`src/rtl/alu_wide_seq.sv`:
```
// alu_wide_seq: sequences 16-bit wide operations over an external 8-bit ALU.
// Each legal request runs two ALU steps, one per byte. The carry is chained
// from step 1 to step 2. Right shifts work from the high byte down; every
// other operation works from the low byte up.
module alu_wide_seq (
  input  logic        clk,
  input  logic        rst_n,
  input  logic        req_valid,
  output logic        req_ready,
  input  logic [3:0]  req_op,
  input  logic [15:0] req_a,
  input  logic [15:0] req_b,
  input  logic        req_c,
  output logic [4:0]  alu_inst,
  output logic [15:0] alu_op0,
  output logic [15:0] alu_op1,
  output logic        alu_c_in,
  input  logic [15:0] alu_result,
  input  logic        alu_c,
  output logic        rsp_valid,
  input  logic        rsp_ready,
  output logic [15:0] rsp_result,
  output logic        rsp_c,
  output logic        rsp_z,
  output logic        rsp_n,
  output logic        rsp_err
);

  localparam logic [1:0] S_IDLE  = 2'd0;
  localparam logic [1:0] S_STEP1 = 2'd1;
  localparam logic [1:0] S_STEP2 = 2'd2;
  localparam logic [1:0] S_DONE  = 2'd3;

  localparam logic [3:0] OP_ADDW = 4'd0,  OP_ADCW = 4'd1,  OP_SUBW = 4'd2;
  localparam logic [3:0] OP_SBCW = 4'd3,  OP_ANDW = 4'd4,  OP_ORW  = 4'd5;
  localparam logic [3:0] OP_XORW = 4'd6,  OP_SRLW = 4'd7,  OP_SLLW = 4'd8;
  localparam logic [3:0] OP_RRCW = 4'd9,  OP_RLCW = 4'd10, OP_INCW = 4'd11;
  localparam logic [3:0] OP_DECW = 4'd12;

  localparam logic [4:0] ALU_ADD = 5'd0, ALU_ADC = 5'd1, ALU_SUB = 5'd2;
  localparam logic [4:0] ALU_SBC = 5'd3, ALU_AND = 5'd4, ALU_OR  = 5'd5;
  localparam logic [4:0] ALU_XOR = 5'd6, ALU_SRL = 5'd7, ALU_SLL = 5'd8;
  localparam logic [4:0] ALU_RRC = 5'd9, ALU_RLC = 5'd10, ALU_PASS0 = 5'd15;

  logic [1:0]  state_q, state_d;
  logic [3:0]  op_q, op_d;
  logic [15:0] a_q, a_d;
  logic [15:0] b_q, b_d;
  logic        cin_q, cin_d;
  logic        chain_c_q, chain_c_d;
  logic [15:0] res_q, res_d;
  logic        c_q, c_d;
  logic        z_q, z_d;
  logic        n_q, n_d;
  logic        err_q, err_d;

  logic        is_step2, shift_r, is_shift, is_logic, use_req_c, sel_hi;
  logic [7:0]  a_byte, b_byte;
  logic [4:0]  step_inst;
  logic        step_cin;
  logic [15:0] merged_res;

  // Decode which byte, ALU instruction and carry-in the current step uses
  always_comb begin
    is_step2  = (state_q == S_STEP2);
    shift_r   = (op_q == OP_SRLW) || (op_q == OP_RRCW);
    is_shift  = shift_r || (op_q == OP_SLLW) || (op_q == OP_RLCW);
    is_logic  = (op_q == OP_ANDW) || (op_q == OP_ORW) || (op_q == OP_XORW);
    use_req_c = (op_q == OP_ADCW) || (op_q == OP_SBCW) ||
                (op_q == OP_RLCW) || (op_q == OP_RRCW);
    sel_hi    = is_step2 ^ shift_r;
    a_byte    = sel_hi ? a_q[15:8] : a_q[7:0];
    b_byte    = sel_hi ? b_q[15:8] : b_q[7:0];
    step_cin  = is_logic ? 1'b0 : (is_step2 ? chain_c_q : (use_req_c & cin_q));
    step_inst = ALU_PASS0;
    case (op_q)
      OP_ADDW, OP_INCW: step_inst = is_step2 ? ALU_ADC : ALU_ADD;
      OP_ADCW:          step_inst = ALU_ADC;
      OP_SUBW, OP_DECW: step_inst = is_step2 ? ALU_SBC : ALU_SUB;
      OP_SBCW:          step_inst = ALU_SBC;
      OP_ANDW:          step_inst = ALU_AND;
      OP_ORW:           step_inst = ALU_OR;
      OP_XORW:          step_inst = ALU_XOR;
      OP_SLLW:          step_inst = is_step2 ? ALU_RLC : ALU_SLL;
      OP_RLCW:          step_inst = ALU_RLC;
      OP_SRLW:          step_inst = is_step2 ? ALU_RRC : ALU_SRL;
      OP_RRCW:          step_inst = ALU_RRC;
      default:          step_inst = ALU_PASS0;
    endcase
    merged_res = sel_hi ? {alu_result[7:0], res_q[7:0]}
                        : {res_q[15:8], alu_result[7:0]};
  end

  // Drive the ALU only during the two step states; park it otherwise
  always_comb begin
    alu_inst = ALU_PASS0;
    alu_op0  = 16'h0000;
    alu_op1  = 16'h0000;
    alu_c_in = 1'b0;
    if ((state_q == S_STEP1) || (state_q == S_STEP2)) begin
      alu_inst = step_inst;
      alu_op0  = {8'h00, a_byte};
      alu_op1  = is_shift ? 16'h0000 : {8'h00, b_byte};
      alu_c_in = step_cin;
    end
  end

  // Next-state, operand latch, byte capture and flag computation
  always_comb begin
    state_d   = state_q;
    op_d      = op_q;
    a_d       = a_q;
    b_d       = b_q;
    cin_d     = cin_q;
    chain_c_d = chain_c_q;
    res_d     = res_q;
    c_d       = c_q;
    z_d       = z_q;
    n_d       = n_q;
    err_d     = err_q;
    case (state_q)
      S_IDLE: begin
        if (req_valid) begin
          op_d  = req_op;
          a_d   = req_a;
          // INCW/DECW are ADDW/SUBW with an implicit operand of one
          b_d   = ((req_op == OP_INCW) || (req_op == OP_DECW)) ? 16'h0001 : req_b;
          cin_d = req_c;
          if (req_op > OP_DECW) begin
            state_d = S_DONE;
            res_d   = 16'h0000;
            c_d     = 1'b0;
            z_d     = 1'b0;
            n_d     = 1'b0;
            err_d   = 1'b1;
          end else begin
            state_d = S_STEP1;
            err_d   = 1'b0;
          end
        end
      end
      S_STEP1: begin
        res_d     = merged_res;
        chain_c_d = alu_c;
        state_d   = S_STEP2;
      end
      S_STEP2: begin
        res_d   = merged_res;
        c_d     = is_logic ? 1'b0 : alu_c;
        z_d     = (merged_res == 16'h0000);
        n_d     = merged_res[15];
        state_d = S_DONE;
      end
      default: begin
        if (rsp_ready) state_d = S_IDLE;
      end
    endcase
  end

  // State registers; reset discards any operation in flight
  always_ff @(posedge clk or negedge rst_n) begin
    if (!rst_n) begin
      state_q   <= S_IDLE;
      op_q      <= 4'd0;
      a_q       <= 16'h0000;
      b_q       <= 16'h0000;
      cin_q     <= 1'b0;
      chain_c_q <= 1'b0;
      res_q     <= 16'h0000;
      c_q       <= 1'b0;
      z_q       <= 1'b0;
      n_q       <= 1'b0;
      err_q     <= 1'b0;
    end else begin
      state_q   <= state_d;
      op_q      <= op_d;
      a_q       <= a_d;
      b_q       <= b_d;
      cin_q     <= cin_d;
      chain_c_q <= chain_c_d;
      res_q     <= res_d;
      c_q       <= c_d;
      z_q       <= z_d;
      n_q       <= n_d;
      err_q     <= err_d;
    end
  end

  // Handshake and response outputs
  always_comb begin
    req_ready  = (state_q == S_IDLE);
    rsp_valid  = (state_q == S_DONE);
    rsp_result = res_q;
    rsp_c      = c_q;
    rsp_z      = z_q;
    rsp_n      = n_q;
    rsp_err    = err_q;
  end

endmodule
```
`config.mk`:
```
export PLATFORM = sky130hd
export DESIGN_NAME = alu_wide_seq
export DESIGN_NICKNAME = d
export VERILOG_FILES = /design/src/rtl/alu_wide_seq.sv
export SDC_FILE = /design/constraint.sdc
export NUM_CORES = 1
export LEC_CHECK = 0
export ABC_AREA = 0
export CORE_AREA = 5 5 88 90
export DETAILED_ROUTE_END_ITERATION = 12
export DIE_AREA = 0 0 93 95
export GPL_TIMING_DRIVEN = 0
export PLACE_DENSITY = 0.93
export SETUP_SLACK_MARGIN = 0.3
export SLEW_MARGIN = 0
export SYNTH_ARGS = -nofsm -noshare
export SYNTH_HDL_FRONTEND = slang
export SYNTH_SLANG_ARGS = --single-unit
```
`constraint.sdc`:
```
create_clock -name clk -period 4.6 [get_ports clk]
set_input_delay 0.46 -clock clk [delete_from_list [all_inputs] [get_ports clk]]
set_output_delay 0.46 -clock clk [all_outputs]
set_load 0.005 [all_outputs]
```
==> run_results.csv <==
group,metric,value,unit
clock_tree,clock_sinks,60,
synth,synth_commonest_cells,"nand2_1 (62), dfrtp_1 (60), a21oi_1 (29), o21ai_0 (24), mux2_2 (22)",
pwr,swShare,0.394,
layout,antenna_cells,0,
clock_tree,root_buffer,"clkbuf_8",
sta,clock.fmax,271,MHz
setup_path,cp-start-kind,"flop",
sta,setup_slack,0.910,ns
sta,fin_skew,0.00953,ns
sta,slew_violations,0,
place,place_inst,522,
detailed_routing,drt_first_pass_iters,6,
setup_path,crit_required,4.14,ns
setup_path,path_class,"reg -> out",
clock_tree,cts_resized,0,
sta,fin_crit,3.69,ns
clock_tree,clk_pin_slew,0.07,ns
synth,synth_area,0.00322,mm²
clock_tree,cts_buffers,9,
synth,synth_ff_type,"dfrtp_1",
detailed_routing,drt-initial-drc-count,122,
setup_path,crit_slowest_cell,"clkdlybuf4s50_1",
min_path,min_path_type,"in -> async",
place,gp_congestion,0.882,
synth,synth_top_cell_by_area,"dfrtp_1",
die,io_pins,118,
sta,worst_slew_pin_slew,0.709,ns
detailed_routing,vias_per_cell,5.49,
setup_path,critPathCaptureType,"primary output",
pwr,power-per-cell-area,736,mW/mm²
pwr,power.leakage,1.97,nW
synth,syn_inst,331,
layout,ff_latch_area,0.00150,mm²
layout,utilization,0.649,
synth,ys_async_sr_fraction,1.00,
sta,setup_tns,0,ns
clock_tree,htree_levels,3,
synth,synth.avg_cell_area,9.71,µm²
synth,ys.warnings.count,0,
flow_run,cap_violations,0,
place,port_buffers,92,
layout,layoutNonFillerInstCount,538,
global_route,antenna_found_initial,0,
layout,multi_input_area,0.00151,mm²
sta,setup_viol,0,
layout,areaGrowthSynthToFinish,40.9,%
global_route,first_global_vias,2990,
die,design.die.area,0.00884,mm²
synth,ys_seq_area_frac,0.467,
sta,rsz0062_at_grt,"false",
clock_tree,clock_path_buffers,2,
detailed_routing,dr_total_vias,2953,
synth,yosysMostFrequentCell,"nand2_1",
pwr,p_sw,1.31,mW
sta,relSlewSlack,0.514,
detailed_routing,drcViolationCount,0,
outcome,outcome,"finished, final reports clean",
global_route,grt_start_max_net_pins,39,
die,core-area,0.00698,mm²
detailed_routing,antenna_left,0,
setup_path,crit_top_cell,"clkbuf_1",
pwr,p_int,2.02,mW
sta,hold_violations,0,
die,die_h,95,µm
detailed_routing,wire_per_inst,16.7,µm
sta,fin_crit_sh,0.802,
layout,final.fill_count,569,
synth,yosys-top-cells-area,"dfrtp_1 (47%), mux2_2 (7.7%), nand2_1 (7.2%), a21oi_1 (4.5%), buf_4 (4.4%)",
synth,synth_top_area_share,0.467,
die,rows,31,
clock_tree,tritoncts,"yes",
global_route,grt_pass1_wl,14500,µm
synth,yosys_register_bits,60,
pwr,power_frac_comb,0.558,
die,initial_utilization,0.461,
synth,synth-edff-count,0,
clock_tree,cts_hold_buf,0,
layout,drive_gt1_frac,0.151,
clock_tree,insertion_delay,0.34,ns
pwr,ir_worst_vdd,0.000345,V
layout,fin_nets,514,
synth,ys_types,46,
clock_tree,cts_setup_buffers,0,
setup_path,crit_path_max_incr_delay,0.53,ns
pwr,clkPwrFrac,0.159,
setup_path,path_max_fanout,10,
place,pre_cts_ws,1.29,ns
setup_path,crit_arrival,3.23,ns
global_route,grt-ovfl-total,0,
die,die_w,93,µm
setup_path,path_cells,"inv_1, ha_1, clkbuf_1, and3_4, buf_6, nor2_1, clkbuf_1, nand2_1, a21oi_1, clkdlybuf4s50_1",
global_route,track_usage,0.211,
pwr,p_seq_frac,0.284,
place,dp.final_hpwl,6810,µm
detailed_routing,routed_wl,9000,µm
layer usage:
layer | vias to the layer above | part of all wire | global-route usage
met1 | 1392 | 0.40 | 0.263
met2 | 159 | 0.50 | 0.345
met3 | 18 | 0.084 | 0.0566
met5 | - | 0 | 0
met4 | 0 | 0.019 | 0.0928
li1 | 1384 | - | -
sequential cells by signal, indices dropped and copies added, names as in the netlist:
name / count
a_q: 16
b_q: 16
rsp_result: 16
op_q: 4
state_q: 2
chain_c_q: 1
cin_q: 1
rsp_c: 1
rsp_err: 1
rsp_n: 1
rsp_z: 1
kinds of logic after synthesis:
family / after synthesis / synth area share
fa+ha+maj: 5 / 0.0195
flops: 60 / 0.467
xor+xnor: 1 / 0.00272
mux: 25 / 0.0864
buf+inv: 47 / 0.0837
compound gates: 99 / 0.199
other cells: 1 / 0.00117
simple gates: 93 / 0.140
cell usage in the layout, fill, tap and decap left out, drive strengths merged, types with 2 or more instances in the layout:
master	n
a22oi	16
inv	7
mux2i	3
buf	29
mux2	22
clkbuf	25
clkdlybuf4s50	91
ha	5
nor4	2
a22o	16
nor2	9
o21ai	26
nand3	2
nand2	62
dfrtp	60
a21oi	29
nor4b	2
or4	4
bufinv	2
conb	17
nor2b	2
cell type report:
type / count / area share
inverters: 7 / 0.00580
flip-flops and latches: 60 / 0.331
well taps: 82 / 0.0226
repair buffers: 93 / 0.207
plain buffers: 40 / 0.0536
multi-input cells: 240 / 0.332
clock inverters: 4 / 0.0160
clock buffers: 12 / 0.0320
path summary, 6_finish.rpt:
check | slack (ns) | endpoint | depth (start not counted) | start
max reg2reg | 2.15 | rsp_result[13] | 8 | state_q[0]
max | 0.91 | alu_op1[6] | 10 | state_q[0]
min | 0.11 | rsp_c | 1 | rst_n
min reg2reg | 0.51 | b_q[1] | 1 | b_q[1]
max in group asynchronous | 3.89 | b_q[2] | 2 | rst_n
min in group clk | 0.51 | b_q[1] | 1 | b_q[1]
power by group through the flow:
| stage | clock network [mW] | registers (mW) | logic (mW) |
|---|---|---|---|
| floorplan | 0 | 0.908 | 1.08 |
| global placement | 0 | 0.931 | 1.79 |
| detailed placement | 0 | 0.950 | 1.86 |
| CTS | 0.536 | 0.941 | 1.87 |
| global route | 0.559 | 0.974 | 2.05 |
| finish | 0.529 | 0.946 | 1.86 |
stage by stage:
stage	power, mW	instance area [µm²]	hold WS [ns]
finish	3.34	4530	0.107
CTS	3.35	4530	0.115
detailed placement	2.81	4310	0.478
global route	3.59	4530	0.140
floorplan	1.98	3280	0.164
global placement	2.72	4300	0.486
worst max-delay path, delay by kind of cell, from the launching register on:
kind / cells / cell delay [ns]
DFF: 1 / 0.40
AOI/OAI and AO/OA: 1 / 0.18
buffers and inverters: 5 / 1.43
and+or+nand+nor: 3 / 0.68
adders and majority gates: 1 / 0.20
Note: power is estimated with default switching activity, not from simulation.
